===== src/rtl/sd_pic_saver.sv =====
// Streams one RGB565 frame from a show-ahead FIFO into consecutive SD sectors as a BMP file.
// Optional macro SD_BMP_HDR_EN prepends a 66-byte BMP header sector at BASE_SEC.
module sd_pic_saver #(
    parameter int          H_PIX    = 1024,
    parameter int          V_PIX    = 768,
    parameter logic [31:0] BASE_SEC = 32'd100000
) (
    input  logic        clk_i,
    input  logic        rst_ni,
    input  logic        save_start_i,
    input  logic [15:0] pix_rd_data_i,
    input  logic        pix_empty_i,
    output logic        pix_rd_en_o,
    output logic        wr_start_en_o,
    output logic [31:0] wr_sec_addr_o,
    output logic [15:0] wr_data_o,
    input  logic        wr_busy_i,
    input  logic        wr_req_i,
    output logic        save_busy_o,
    output logic        save_done_o,
    output logic        underrun_o
);
    // state     | meaning
    // S_IDLE    | waiting for save_start
    // S_START   | wr_start_en pulse for the current sector
    // S_WAIT_HI | waiting for the SD controller to go busy
    // S_WAIT_LO | serving wr_req until wr_busy falls
    // S_DONE    | save_done pulse, back to idle

    localparam int N_PIX_SEC = (H_PIX * V_PIX) / 256;
`ifdef SD_BMP_HDR_EN
    localparam int HDR_SEC = 1;
`else
    localparam int HDR_SEC = 0;
`endif
    localparam int N_SEC = N_PIX_SEC + HDR_SEC;
    localparam int SEC_W = (N_SEC > 1) ? $clog2(N_SEC) : 1;
    localparam logic [SEC_W-1:0] LAST_SEC = SEC_W'(N_SEC - 1);

    typedef enum logic [2:0] {S_IDLE, S_START, S_WAIT_HI, S_WAIT_LO, S_DONE} state_t;

    state_t           state_q;
    logic [SEC_W-1:0] sec_q;
    logic [8:0]       word_q;
    logic             wr_start_en_q;
    logic [31:0]      wr_sec_addr_q;
    logic [15:0]      wr_data_q;
    logic             save_busy_q;
    logic             save_done_q;
    logic             underrun_q;
    logic [15:0]      word_d;
    logic             pix_sec;
    logic             pix_slot;

`ifdef SD_BMP_HDR_EN
    localparam logic [31:0] FILE_SZ = 32'(512 + H_PIX * V_PIX * 2);
    localparam logic [31:0] IMG_SZ  = 32'(H_PIX * V_PIX * 2);
    localparam logic [31:0] WIDTH   = 32'(H_PIX);
    localparam logic [31:0] HEIGHT  = 32'(0 - V_PIX);

    // File bytes go out high byte first, so each little-endian half is byte-swapped.
    function automatic logic [15:0] sw(input logic [15:0] x);
        return {x[7:0], x[15:8]};
    endfunction

    logic [15:0] hdr_word;

    always_comb begin
        hdr_word = '0;
        case (word_q)
            9'd0:  hdr_word = 16'h424D;
            9'd1:  hdr_word = sw(FILE_SZ[15:0]);
            9'd2:  hdr_word = sw(FILE_SZ[31:16]);
            9'd5:  hdr_word = sw(16'd512);
            9'd7:  hdr_word = sw(16'd40);
            9'd9:  hdr_word = sw(WIDTH[15:0]);
            9'd10: hdr_word = sw(WIDTH[31:16]);
            9'd11: hdr_word = sw(HEIGHT[15:0]);
            9'd12: hdr_word = sw(HEIGHT[31:16]);
            9'd13: hdr_word = sw(16'd1);
            9'd14: hdr_word = sw(16'd16);
            9'd15: hdr_word = sw(16'd3);
            9'd17: hdr_word = sw(IMG_SZ[15:0]);
            9'd18: hdr_word = sw(IMG_SZ[31:16]);
            9'd27: hdr_word = sw(16'hF800);
            9'd29: hdr_word = sw(16'h07E0);
            9'd31: hdr_word = sw(16'h001F);
            default: hdr_word = '0;
        endcase
    end

    assign pix_sec = (sec_q != '0);
`else
    assign pix_sec = 1'b1;
`endif

    // word_q saturates at 256; bit 8 marks requests past the end of the sector.
    assign pix_slot    = (state_q == S_WAIT_LO) && wr_req_i && !word_q[8] && pix_sec;
    assign pix_rd_en_o = pix_slot && !pix_empty_i;

    always_comb begin
        word_d = '0;
        if (!word_q[8]) begin
            if (pix_sec) begin
                if (!pix_empty_i) word_d = pix_rd_data_i;
            end
`ifdef SD_BMP_HDR_EN
            else begin
                word_d = hdr_word;
            end
`endif
        end
    end

    always_ff @(posedge clk_i or negedge rst_ni) begin
        if (!rst_ni) begin
            state_q       <= S_IDLE;
            sec_q         <= '0;
            word_q        <= '0;
            wr_start_en_q <= 1'b0;
            wr_sec_addr_q <= '0;
            wr_data_q     <= '0;
            save_busy_q   <= 1'b0;
            save_done_q   <= 1'b0;
            underrun_q    <= 1'b0;
        end else begin
            case (state_q)
                S_IDLE: begin
                    if (save_start_i) begin
                        state_q       <= S_START;
                        sec_q         <= '0;
                        word_q        <= '0;
                        underrun_q    <= 1'b0;
                        wr_start_en_q <= 1'b1;
                        wr_sec_addr_q <= BASE_SEC;
                        save_busy_q   <= 1'b1;
                    end
                end
                S_START: begin
                    wr_start_en_q <= 1'b0;
                    state_q       <= S_WAIT_HI;
                end
                S_WAIT_HI: begin
                    if (wr_busy_i) state_q <= S_WAIT_LO;
                end
                S_WAIT_LO: begin
                    if (wr_req_i) begin
                        wr_data_q <= word_d;
                        if (!word_q[8]) word_q <= word_q + 9'd1;
                        if (pix_slot && pix_empty_i) underrun_q <= 1'b1;
                    end
                    // Sector end overrides the index update so a same-cycle word still lands first.
                    if (!wr_busy_i) begin
                        word_q <= '0;
                        if (sec_q == LAST_SEC) begin
                            state_q     <= S_DONE;
                            save_done_q <= 1'b1;
                        end else begin
                            sec_q         <= sec_q + 1'b1;
                            state_q       <= S_START;
                            wr_start_en_q <= 1'b1;
                            wr_sec_addr_q <= BASE_SEC + 32'(sec_q) + 32'd1;
                        end
                    end
                end
                S_DONE: begin
                    save_done_q <= 1'b0;
                    save_busy_q <= 1'b0;
                    state_q     <= S_IDLE;
                end
                default: state_q <= S_IDLE;
            endcase
        end
    end

    assign wr_start_en_o = wr_start_en_q;
    assign wr_sec_addr_o = wr_sec_addr_q;
    assign wr_data_o     = wr_data_q;
    assign save_busy_o   = save_busy_q;
    assign save_done_o   = save_done_q;
    assign underrun_o    = underrun_q;

endmodule


===== config.mk =====
export PLATFORM = sky130hd
export DESIGN_NAME = sd_pic_saver
export DESIGN_NICKNAME = d
export VERILOG_FILES = /design/src/rtl/sd_pic_saver.sv
export SDC_FILE = /design/constraint.sdc
export NUM_CORES = 1
export LEC_CHECK = 0
export CORE_AREA = 3 3 87 89
export CTS_CLUSTER_SIZE = 12
export DETAILED_ROUTE_END_ITERATION = 12
export DIE_AREA = 0 0 90 92
export GPL_ROUTABILITY_DRIVEN = 0
export PLACE_DENSITY = 0.64
export SYNTH_ARGS = -nofsm -noshare
export SYNTH_HDL_FRONTEND = slang
export SYNTH_SLANG_ARGS = --single-unit

===== constraint.sdc =====
create_clock -name clk_i -period 4.2 [get_ports clk_i]
set_clock_uncertainty 0.1 [all_clocks]
set_input_delay 1.26 -clock clk_i [delete_from_list [all_inputs] [get_ports clk_i]]
set_output_delay 1.26 -clock clk_i [all_outputs]
set_load 0.005 [all_outputs]

=== Yosys cells after proc, flatten, opt, wreduce, memory -nomap -nowiden ===
Cells that the tools add are included.

* Add/sub/neg operators: 4
* Equality and inequality tests: 14
* Muxes and demuxes: 32
* Reduce and logical (&&, ||, !) cells: 20

{| class="wikitable"
|+ Operator list
! cell !! number
|-
| 32-bit 2-to-1 mux || 3
|-
| 32-bit one-hot mux with 2 select lines || 1
|-
| 12-bit 2-to-1 mux || 3
|-
| 9-bit 2-to-1 mux || 4
|-
| 16-bit 2-to-1 mux || 2
|-
| 12-bit one-hot mux with 2 select lines || 1
|-
| 18-bit by 1-bit adder with 19-bit output, second input constant || 1
|-
| 17-bit by 12-bit adder with 18-bit output, first input constant || 1
|-
| 9-bit one-hot mux with 2 select lines || 1
|-
| 4-bit AND reduction || 4
|-
| 12-bit by 1-bit adder with 12-bit output, second input constant || 1
|-
| 12-bit == test, second input constant || 1
|-
| 3-bit 2-to-1 mux || 4
|-
| 3-bit one-hot mux with 4 select lines || 1
|-
| 2-bit inequality test, second input constant || 5
|-
| 9-bit by 1-bit adder with 9-bit output, second input constant || 1
|-
| 3-bit AND reduction || 3
|-
| 1-bit 2-to-1 mux || 8
|-
| 3-bit by 2-bit == test with 1-bit output, second input constant || 2
|-
| 3-bit inequality test, second input constant || 2
|-
| 1-bit one-hot mux with 2 select lines || 3
|-
| 2-bit nonzero test || 3
|-
| 1-bit logical AND || 4
|-
| 2-bit by 1-bit inequality test with 1-bit output, second input constant || 2
|-
| other kinds (7) || 9
|}

* Register bits after elaboration: 76
* Logic and storage cells: 80

=== Longest topological paths before layout ===
Gate-level depths: netlist of the first run.

* Depth after elaboration: 7
* Mapped depth: 8

=== Least setup slack after synthesis of the first run ===
Ideal clock, no wire load.

* Path kind: input -> output
* Start point: input port wr_req_i
* End point: output port pix_rd_en_o
* Arrival: 1.730 ns
* Path slack: 1.110 ns
* Stages: 3
* Cells stage by stage: nand2_1 -> nor2_2 -> buf_2

* Cells in the longest elaborated chain, start to end: 3

{| class="wikitable"
|+ RTL lines
! item !! RTL line !! RTL
|-
| from (decl) || 18 || <nowiki>input logic wr_req_i,</nowiki>
|-
| 1-bit logical AND (2 in series) || 98 || <nowiki>assign pix_slot = (state_q == S_WAIT_LO) && wr_req_i && !word_q[8] && pix_sec;</nowiki>
|-
| 1-bit logical AND || 99 || <nowiki>assign pix_rd_en_o = pix_slot && !pix_empty_i;</nowiki>
|-
| to (decl) || 13 || <nowiki>output logic pix_rd_en_o,</nowiki>
|}

Every way passes these cells.

=== Final worst setup path of the first run ===
Same ends and word-level chain as after synthesis.

==> key figures, run 1 <==
Final layout
  – Syn-to-layout area delta: 23.51%
  – Fillcell total: 662
  – Final Core Density: 49.27%
  – Area occupied by multi-input gates: 1192 µm²
  – Final std cells w/o fill: 408
  – N_diodes: 0
  – Share of cells above drive strength 1: slightly below 8%
  – Register area: around 1300 µm²
  – Nets: 335
  – Post-route cell area: about 3400 µm²

Synthesis
  – Post-synthesis sequential area ratio: around half
  – Unique cell type count in the Yosys netlist: slightly below 50
  – Mapped Area: 2725 µm²
  – Synth top area cells: dfrtp_1, buf_4, a22o_1
  – Synth Flop Type: dfrtp_1
  – Syn avg cell area: approximately 10 µm²
  – Post-synthesis instance total: approximately 260
  – EDFF count, synth: 0
  – YS warnings: 0
  – Synth top area share: roughly 50%
  – Post-synth top area cell: dfrtp_1
  – Top post-synthesis cells by count: dfrtp_1, buf_4, nor2_1, nand2_1, o21ai_0
  – Most frequent cell after synthesis: dfrtp_1
  – Synth async-reset ratio: 100.0%
  – Synth Register Bits: 53

Critical path
  – Worst EP required: 2.84 ns
  – CP Max Fanout: 2
  – Worst reg-to-reg setup slack: 1.41 ns
  – Critical path type: in2out
  – CP endpoint kind: output pin
  – Worst EP arrival: 2.49 ns
  – Setup crit start kind: input pin

Clocking
  – Post CTS Setup Buffer Count: 0
  – TritonCTS Sinks: 53
  – Hold buffers post-CTS: 0
  – Clock slew at reported path FFs: 0.09 ns
  – CTS tree: done
  – Clock latency on the worst-skew pair: 0.30 ns
  – Root Buffer: clkbuf_8
  – Post-CTS Resized: 0
  – Clk buf depth: 2
  – H-tree depth: 2
  – CTS Buf Count: 5

Place
  – HPWL after DPL: 4223 µm
  – Setup Slack @ Placement: between 0.3 and 0.4 ns
  – Port Buffers: 57
  – Post-Place Cells: 400
  – DP Area: 3249 µm²

Power
  – Power density cells: 515.8 nW/µm²
  – Leak Pwr: approximately 1.5 nW
  – Peak supply drop: 0.1584 mV
  – Tot Pwr: 1.736 mW

STA
  – Setup TNS: 0 ns
  – Worst setup margin: 0.3467 ns
  – Max Freq: 0.2595 GHz
  – Tmin final: roughly 3.9 ns
  – Final Hold Slack: ~0.38 ns
  – Slew HR: 42.79%
  – Setup Viol. Count Final: 0
  – Final period utilization: just over 90%
  – Unrepaired setup endpoints after global routing: no
  – Slew @ Worst Pin: 0.8580 ns
  – Final hold violations: 0
  – Max-slew violations: 0

Global route
  – GRT overflow: 0
  – Gr usage total: between 10 and 15%
  – Initial antenna violation count: 0
  – Global-route wire length before repair: 10070 µm
  – Largest net degree at the start of global routing: 34
  – Vias in the first global route: 2013

Die
  – Full die area: 8280 µm²
  – Std cell rows: 30
  – Initial Utilization: 39.89%
  – I/O pin total: 75
  – Die H: 92 µm
  – Die width: 90 µm
  – Core ar.: 6832 µm²

Flow run
  – Max Cap Viol: 0

Routing
  – Vias/cell: 5.150
  – First drt pass iteration count: 4
  – DRC: 0
  – Total Wirelength: 6044 µm
  – Vias: between 2000 and 2500
  – Wire length per cell: between 10 and 15 µm
  – Antenna Violating Nets Remaining: 0
  – Initial DRC count: 90

Min path
  – Worst hold path type: reg2reg

Outcome
  – Status: complete, no violations
## routing by layer
layer / track usage, % / part of all wire (%)
met1: 21.64 / 49
met2: 21.41 / 45
met3: 3.035 / 4.9
met4: 4.719 / 1.2
met5: 0 / 0
## final timing paths
path                                  start           endpoint  cells past startpoint
setup / recovery                   wr_req_i        pix_rd_en_o                      4
hold / removal             wr_sec_addr_o[5]   wr_sec_addr_o[5]                      2
setup reg to reg                   sec_q[5]  wr_sec_addr_o[12]                      5
hold reg to reg            wr_sec_addr_o[5]   wr_sec_addr_o[5]                      2
max in group asynchronous            rst_ni       wr_data_o[1]                      2
min in group asynchronous            rst_ni   wr_sec_addr_o[6]                      1
## layout make-up
type / count / share of cell area, %
Sequential cell: 53 / 39.41
Multi-Input combinational cell: 187 / 35.43
Timing Repair Buffer: 62 / 17.92
Tap cell: 96 / 3.569
Clock buffer: 7 / 2.565
Clock inverter: 1 / 0.8922
Inverter: 2 / 0.2230
## cells by family after synthesis
kind of cell	count (synthesis)	share of synthesized area [%]
AND/OR/NAND/NOR	80	15.57
adder cells (fa/ha/maj)	2	0.9181
flip-flops	53	48.67
other	1	0.1376
AO/OA/AOI/OAI	77	21.40
buffers and inverters	40	9.780
XOR/XNOR	11	3.536
## cell usage in the layout, fill, tap and decap left out, types with 2 or more instances in the layout
cell	synthesis	layout
a21oi_1	6	6
a22o_1	16	16
a2bb2oi_1	2	2
a31oi_1	6	6
a32o_1	2	2
and3_1	3	3
buf_4	23	5
clkbuf_8	0	6
clkdlybuf4s50_1	0	56
conb_1	1	17
dfrtp_1	53	53
ha_1	2	2
inv_1	2	2
nand2_1	21	21
nand2b_1	3	3
nand3_1	9	9
nand4_1	2	2
nor2_1	23	23
nor2b_1	3	3
nor3_1	3	3
nor4_1	2	2
o2111ai_1	3	3
o211ai_1	2	2
o21a_1	2	2
o21ai_0	19	19
o21ai_1	4	4
o31ai_1	5	5
o41ai_2	3	3
xnor2_1	3	3
xor2_1	8	8
## state kept, by name (all words and copies together), names as in the netlist
| register | count |
|---|---|
| wr_data_o | 16 |
| sec_q | 12 |
| word_q | 9 |
| wr_sec_addr_o | 9 |
| state_q | 3 |
| save_busy_o | 1 |
| save_done_o | 1 |
| underrun_o | 1 |
| wr_start_en_o | 1 |
## critical path, cell delays in order
cell,delay (ns)
clkdlybuf4s50_1,0.49
nand2_1,0.08
nor2_2,0.14
clkdlybuf4s50_1,0.53
## power breakdown
| part | total (mW) | switching, mW | internal (mW) |
|---|---|---|---|
| registers | 0.722 | 0.0960 | 0.626 |
| logic | 0.654 | 0.311 | 0.343 |
| clock network | 0.360 | 0.166 | 0.195 |
Power figures use the tool's default switching activity.
==> inputs of run 2 (changes only) <==
==> constraint.sdc (replaced) <==
create_clock -name clk_i -period 4.8 [get_ports clk_i]
set_clock_uncertainty 0.1 [all_clocks]
set_input_delay 1.44 -clock clk_i [delete_from_list [all_inputs] [get_ports clk_i]]
set_output_delay 1.44 -clock clk_i [all_outputs]
set_load 0.005 [all_outputs]
==> key figures, run 2 (synthesized netlist as in run 1, its figures left out) <==
Die
  – Die width: 90 µm (unchanged)
  – Full die area: 8280 µm² (unchanged)
  – Std cell rows: 30 (unchanged)
  – Die H: 92 µm (unchanged)
  – Initial Utilization: 39.89% (unchanged)
  – Core ar.: 6832 µm² (unchanged)
  – I/O pin total: 75 (unchanged)

Critical path
  – CP endpoint kind: output pin (unchanged)
  – RR Startpoint: sec_q[5] (unchanged)
  – Worst reg-to-reg setup slack: 2.07 ns (was 1.41 ns)
  – CP Max Fanout: 2 (unchanged)
  – Worst EP arrival: 2.67 ns (was 2.49 ns)
  – Setup crit start kind: input pin (unchanged)
  – Reg-to-reg endpoint: wr_sec_addr_o[12] (unchanged)
  – Worst EP required: 3.26 ns (was 2.84 ns)
  – Reg2Reg Depth: 5 (unchanged)
  – Critical path type: in2out (unchanged)

STA
  – Setup TNS: 0 ns (unchanged)
  – Tmin final: 4.210 ns
  – Unrepaired setup endpoints after global routing: no (unchanged)
  – Max-slew violations: 0 (unchanged)
  – Max Freq: 0.2375 GHz
  – Setup Viol. Count Final: 0 (unchanged)
  – Slew @ Worst Pin: 0.8359 ns (was 0.8580 ns)
  – Final period utilization: 87.70%
  – Slew HR: 44.27% (was 42.79%)
  – Final hold violations: 0 (unchanged)
  – Final Hold Slack: 0.3855 ns (was 0.3787 ns)

Global route
  – Initial antenna violation count: 0 (unchanged)
  – Gr usage total: 14.91% (was 14.66%)
  – Largest net degree at the start of global routing: 37 (was 34)
  – Vias in the first global route: 2031 (was 2013)
  – Global-route wire length before repair: 10210 µm (was 10070 µm)
  – GRT overflow: 0 (unchanged)

Final layout
  – Commonest non-fill, non-tap cells in the layout: clkdlybuf4s50_1, dfrtp_1, nor2_1, nand2_1, o21ai_0 (unchanged)
  – Nets: 334 (was 335)
  – Fillcell total: 639 (was 662)
  – Syn-to-layout area delta: 23.88% (was 23.51%)
  – Largest register FFs: 16 (unchanged)
  – Share of cells above drive strength 1: 7.717% (was 7.692%)
  – N_diodes: 0 (unchanged)
  – Most common cell after layout, fill and taps aside: clkdlybuf4s50_1 (unchanged)

Power
  – Tot Pwr: 1.561 mW (was 1.736 mW)
  – Leak Pwr: 1.459 nW (was 1.455 nW)
  – Power density cells: 462.6 nW/µm² (was 515.8 nW/µm²)
  – Peak supply drop: 0.1274 mV (was 0.1584 mV)

Clocking
  – Root Buffer: clkbuf_8 (unchanged)
  – H-tree depth: 2 (unchanged)
  – Hold buffers post-CTS: 0 (unchanged)
  – TritonCTS Sinks: 53 (unchanged)
  – Post CTS Setup Buffer Count: 0 (unchanged)
  – CTS tree: done (unchanged)
  – CTS Buf Count: 5 (unchanged)
  – Post-CTS Resized: 0 (unchanged)
  – Clock slew at reported path FFs: 0.10 ns (was 0.09 ns)
  – Clock latency on the worst-skew pair: 0.31 ns (was 0.30 ns)
  – Clk buf depth: 2 (unchanged)

Flow run
  – Max Cap Viol: 0 (unchanged)

Routing
  – Wire length per cell: 14.69 µm (was 14.81 µm)
  – Total Wirelength: 5978 µm (was 6044 µm)
  – Antenna Violating Nets Remaining: 0 (unchanged)
  – First drt pass iteration count: 4 (unchanged)
  – Vias: 2120 (was 2101)
  – DRC: 0 (unchanged)
  – Initial DRC count: 119 (was 90)
  – Vias/cell: 5.209 (was 5.150)

Outcome
  – Status: complete, no violations (unchanged)

Place
  – Port Buffers: 57 (unchanged)
  – HPWL after DPL: 4152 µm (was 4223 µm)

Min path
  – Hold path cells: 2 (unchanged)
  – Worst hold path type: reg2reg (unchanged)
  – Hold Path Sink: wr_sec_addr_o[5] (unchanged)
  – Min-delay src: wr_sec_addr_o[5] (unchanged)
-- run 2: area by class of cell --
cell class / instances / area (µm²) / area share [%]
clock buffer: 5 / 68.82 / 2.039
tap: 96 / 120.1 / 3.558
multi-input combinational: 187 / 1192 / 35.32
clock inverter: 3 / 65.06 / 1.927
inverter: 2 / 7.507 / 0.2224
timing repair buffer: 61 / 595.6 / 17.64
sequential: 53 / 1326 / 39.29
-- run 2: power by group --
| group | switching (mW) | internal, mW |
|---|---|---|
| Sequential | 0.0838 | 0.547 |
| Combinational | 0.271 | 0.299 |
| Clock | 0.153 | 0.207 |
| Total | 0.508 | 1.05 |
-- run 2: how the worst max path moves through the flow --
stage          startpoint     endpoint  slack, ns  cells past startpoint
2_1_floorplan    wr_req_i  pix_rd_en_o       1.35                      3
3_3_place_gp     wr_req_i  pix_rd_en_o       0.54                      4
3_5_place_dp     wr_req_i  pix_rd_en_o       0.55                      4
4_1_cts          wr_req_i  pix_rd_en_o       0.55                      4
5_1_grt          wr_req_i  pix_rd_en_o       0.51                      4
6_report         wr_req_i  pix_rd_en_o       0.59                      4
-- run 2: worst max-delay path: stages --
cell	delay (ns)
clkdlybuf4s50_1	0.50
nand2_1	0.07
nor2_2	0.13
clkdlybuf4s50_1	0.53
-- run 2: layer usage --
layer  share of wire (%)  global-route usage [%]  vias up
li1                    -                       -     1007
met5                   0                       0        -
met1                  50                   21.82     1040
met3                 5.1                   3.610        5
met4                0.87                   3.061        0
met2                  44                   22.46       68
-- run 2: metrics by stage --
step                worst slack, ns  instances  cell area [µm²]  util, %
floorplan                     1.350        280             2785        -
global placement             0.5446        399             3242    47.45
detailed placement           0.5455        399             3242    47.45
CTS                          0.5455        407             3376    49.41
global route                 0.5128        407             3376    49.41
finish                       0.5903        407             3376    49.41
==> inputs of run 3 (changes only) <==
==> config.mk (replaced) <==
export PLATFORM = sky130hd
export DESIGN_NAME = sd_pic_saver
export DESIGN_NICKNAME = d
export VERILOG_FILES = /design/src/rtl/sd_pic_saver.sv
export SDC_FILE = /design/constraint.sdc
export NUM_CORES = 1
export LEC_CHECK = 0
export ABC_AREA = 1
export CORE_AREA = 3 3 90 92
export CTS_CLUSTER_SIZE = 12
export DETAILED_ROUTE_END_ITERATION = 12
export DIE_AREA = 0 0 93 95
export GPL_ROUTABILITY_DRIVEN = 0
export PLACE_DENSITY = 0.63
export SYNTH_ARGS = -nofsm -noshare
export SYNTH_HDL_FRONTEND = slang
export SYNTH_SLANG_ARGS = --single-unit
==> key figures, run 3 <==
Critical path
  – Most used cell, CP: clkdlybuf4s50_1 (unchanged)
  – Worst EP required: 3.26 ns (about the same)
  – Crit path max-delay family: buffers and inverters (unchanged)
  – CP endpoint kind: output pin (unchanged)
  – Crit path cell chain: clkdlybuf4s50_1 > inv_1 > nor2_1 > nand3b_1 > clkinv_1 > clkdlybuf4s50_1 (was clkdlybuf4s50_1 > nand2_1 > nor2_2 > clkdlybuf4s50_1)
  – Worst reg-to-reg setup slack: 2.69 ns (was 2.07 ns)
  – Slowest CP cell: clkdlybuf4s50_1 (unchanged)
  – Critical path type: in2out (unchanged)
  – RR Startpoint: state_q[2] (was sec_q[5])
  – Max incr delay on CP: 0.50 ns (was 0.53 ns)
  – CP Max Fanout: 2 (unchanged)
  – Reg2Reg Depth: 9 (was 5)
  – Buf/Inv on CP: 4 (was 2)
  – Setup crit start kind: input pin (unchanged)
  – Reg-to-reg endpoint: wr_sec_addr_o[6] (was wr_sec_addr_o[12])
  – Worst EP arrival: 2.78 ns (was 2.67 ns)

Final layout
  – Syn-to-layout area delta: 21.88% (was 23.88%)
  – Final Core Density: 48.75% (was 49.41%)
  – Final std cells w/o fill: 538 (was 407)
  – Largest register FFs: 16 (unchanged)
  – Share of cells above drive strength 1: 5.923% (was 7.717%)
  – Commonest non-fill, non-tap cells in the layout: nand2_1, clkdlybuf4s50_1, dfrtp_1, nand3_1, nor2_1 (was clkdlybuf4s50_1, dfrtp_1, nor2_1, nand2_1, o21ai_0)
  – N_diodes: 0 (unchanged)
  – Most common cell after layout, fill and taps aside: nand2_1 (was clkdlybuf4s50_1)
  – Nets: 462 (was 334)

Synthesis
  – Post-synthesis instance total: 387 (was 264)
  – Syn avg cell area: 7.536 µm² (was 10.32 µm²)
  – Synth Register Bits: 53 (unchanged)
  – Largest family of logic cells by synthesized area: simple AND/OR/NAND/NOR gates (was compound AO/OA/AOI/OAI gates)
  – Synth Area in Adders: 0.8580% (was 0.9183%)
  – Simple-gate area share of the yosys netlist: 31.62% (was 15.56%)
  – Synth Flop Type: dfrtp_1 (unchanged)
  – Top post-synthesis cells by count: nand2_1, dfrtp_1, nand3_1, nor2_1, inv_1 (was dfrtp_1, buf_4, nor2_1, nand2_1, o21ai_0)
  – Multiplexer area fraction after synthesis: 0% (unchanged)
  – YS warnings: 0 (unchanged)
  – Synth Area in Compound Gates: 8.408% (was 21.40%)
  – Synth top area cells: dfrtp_1, nand2_1, buf_4 (was dfrtp_1, buf_4, a22o_1)
  – Post-synth top area cell: dfrtp_1 (unchanged)
  – Synth async-reset ratio: 100.0% (unchanged)
  – Post-synthesis sequential area ratio: 45.47% (was 48.67%)
  – XOR/XNOR share of the synthesized area: 1.201% (was 3.535%)
  – Unique cell type count in the Yosys netlist: 31 (was 49)
  – EDFF count, synth: 0 (unchanged)
  – Mapped Area: 2917 µm² (was 2725 µm²)
  – Synth top area share: 45.47% (was 48.67%)
  – Most frequent cell after synthesis: nand2_1 (was dfrtp_1)

Place
  – Port Buffers: 57 (unchanged)
  – Post-Place Cells: 530 (was 399)
  – HPWL after DPL: 4830 µm (was 4152 µm)

Clocking
  – Post-CTS Resized: 0 (unchanged)
  – Hold buffers post-CTS: 0 (unchanged)
  – Clock slew at reported path FFs: 0.10 ns (about the same)
  – TritonCTS Sinks: 53 (unchanged)
  – Clk buf depth: 2 (unchanged)
  – Root Buffer: clkbuf_8 (unchanged)
  – Post CTS Setup Buffer Count: 0 (unchanged)
  – CTS Buf Count: 5 (unchanged)
  – CTS tree: done (unchanged)
  – H-tree depth: 2 (unchanged)
  – Clock latency on the worst-skew pair: 0.31 ns (about the same)

Routing
  – Vias/cell: 4.716 (was 5.209)
  – Initial DRC count: 99 (was 119)
  – First drt pass iteration count: 5 (was 4)
  – Antenna Violating Nets Remaining: 0 (unchanged)
  – Wire length per cell: 12.19 µm (was 14.69 µm)
  – DRC: 0 (unchanged)
  – Total Wirelength: 6559 µm (was 5978 µm)
  – Vias: 2537 (was 2120)

Outcome
  – Status: complete, no violations (unchanged)

Global route
  – Global-route wire length before repair: 11290 µm (was 10210 µm)
  – GRT overflow: 0 (unchanged)
  – Initial antenna violation count: 0 (unchanged)
  – Largest net degree at the start of global routing: 43 (was 37)
  – Vias in the first global route: 2422 (was 2031)
  – Gr usage total: 15.77% (was 14.91%)

STA
  – Slew @ Worst Pin: 0.9495 ns (was 0.8359 ns)
  – Final period utilization: 89.97% (was 87.70%)
  – Tmin final: 4.319 ns (was 4.210 ns)
  – Setup Viol. Count Final: 0 (unchanged)
  – Unrepaired setup endpoints after global routing: no (unchanged)
  – Max-slew violations: 0 (unchanged)
  – Final hold violations: 0 (unchanged)
  – Slew HR: 36.70% (was 44.27%)
  – Max Freq: 0.2316 GHz (was 0.2375 GHz)
  – Setup TNS: 0 ns (unchanged)

Die
  – Full die area: 8835 µm² (was 8280 µm²)
  – Core ar.: 7292 µm² (was 6832 µm²)
  – Initial Utilization: 40.00% (was 39.89%)
  – Die H: 95 µm (was 92 µm)
  – Die width: 93 µm (was 90 µm)
  – I/O pin total: 75 (unchanged)
  – Std cell rows: 31 (was 30)

Min path
  – Min-delay src: wr_sec_addr_o[12] (was wr_sec_addr_o[5])
  – Hold Path Sink: wr_sec_addr_o[12] (was wr_sec_addr_o[5])
  – Worst hold path type: reg2reg (unchanged)
  – Hold path cells: 2 (unchanged)

Power
  – Leak Pwr: 1.707 nW (was 1.459 nW)
  – Peak supply drop: 0.1930 mV (was 0.1274 mV)
  – Power density cells: 435.3 nW/µm² (was 462.6 nW/µm²)

Flow run
  – Max Cap Viol: 0 (unchanged)
-- run 3: cell count changes in the layout (fill, tap and decap cells not counted), sizes merged, moves of 5 or more --
cell / before / now
nand3: 9 / 36
nand2: 22 / 127
o31ai: 6 / 0
a22o: 16 / 0
inv: 2 / 34
o21ai: 24 / 35
nor2: 24 / 35
a31oi: 6 / 1
nor3: 3 / 8
nand4: 2 / 8
-- run 3: cells by family (layout without fill, tap and decap cells) --
| group | Yosys count | after routing |
|---|---|---|
| AO/OA/AOI/OAI | 45 | 45 |
| XOR/XNOR | 4 | 4 |
| adder cells (fa/ha/maj) | 2 | 2 |
| buffers and inverters | 66 | 102 |
| flip-flops | 53 | 53 |
| other | 1 | 17 |
| AND/OR/NAND/NOR | 216 | 216 |
-- run 3: worst register-to-register path, cell delays in order (launching register included) --
cell,delay [ns]
dfrtp_1,0.45
inv_2,0.13
nand3_2,0.09
buf_4,0.23
nand2_1,0.11
nand3_2,0.14
nor2_4,0.33
inv_2,0.25
nand2_1,0.13
o21ai_2,0.05
-- run 3: final cells by class --
class                           instances  area [µm²]
Clock buffer                            5       68.82
Clock inverter                          3       25.02
Fill cell                             756        3737
Inverter                               33       123.9
Multi-Input combinational cell        284        1291
Sequential cell                        53        1326
Tap cell                               99       123.9
Timing Repair Buffer                   61       595.6
-- run 3: layer usage --
layer / wire (µm) / part of all wire [%] / track usage (%)
met2: 3157 / 48 / 26.51
met1: 2942 / 45 / 20.26
met3: 417 / 6.4 / 5.100
met4: 41 / 0.63 / 2.564
met5: 0 / 0 / 0
-- run 3: where the power goes --
group / total [mW] / switching [mW] / internal [mW] / leakage, nW
logic: 0.650 / 0.365 / 0.285 / 0.968
registers: 0.628 / 0.0749 / 0.553 / 0.694
clock network: 0.269 / 0.162 / 0.107 / 0.0452
-- run 3: how the worst max path moves through the flow --
stage,from,endpoint,cells after the start
global route,wr_req_i,pix_rd_en_o,6
finish,wr_req_i,pix_rd_en_o,6
CTS,wr_req_i,pix_rd_en_o,6
detailed placement,wr_req_i,pix_rd_en_o,6
global placement,wr_req_i,pix_rd_en_o,6
floorplan,wr_req_i,pix_rd_en_o,5
-- run 3: stage by stage --
stage          cell area, µm²  power, mW  worst slack (ns)  hold WS, ns
6_report                 3555      1.547            0.4813       0.3754
3_3_place_gp             3461      1.290            0.5037       0.3552
3_5_place_dp             3461      1.296            0.4798       0.3580
4_1_cts                  3555      1.575            0.4722       0.3834
2_1_floorplan            2977      1.040             1.176       0.3650
5_1_grt                  3555      1.685            0.4007       0.4026
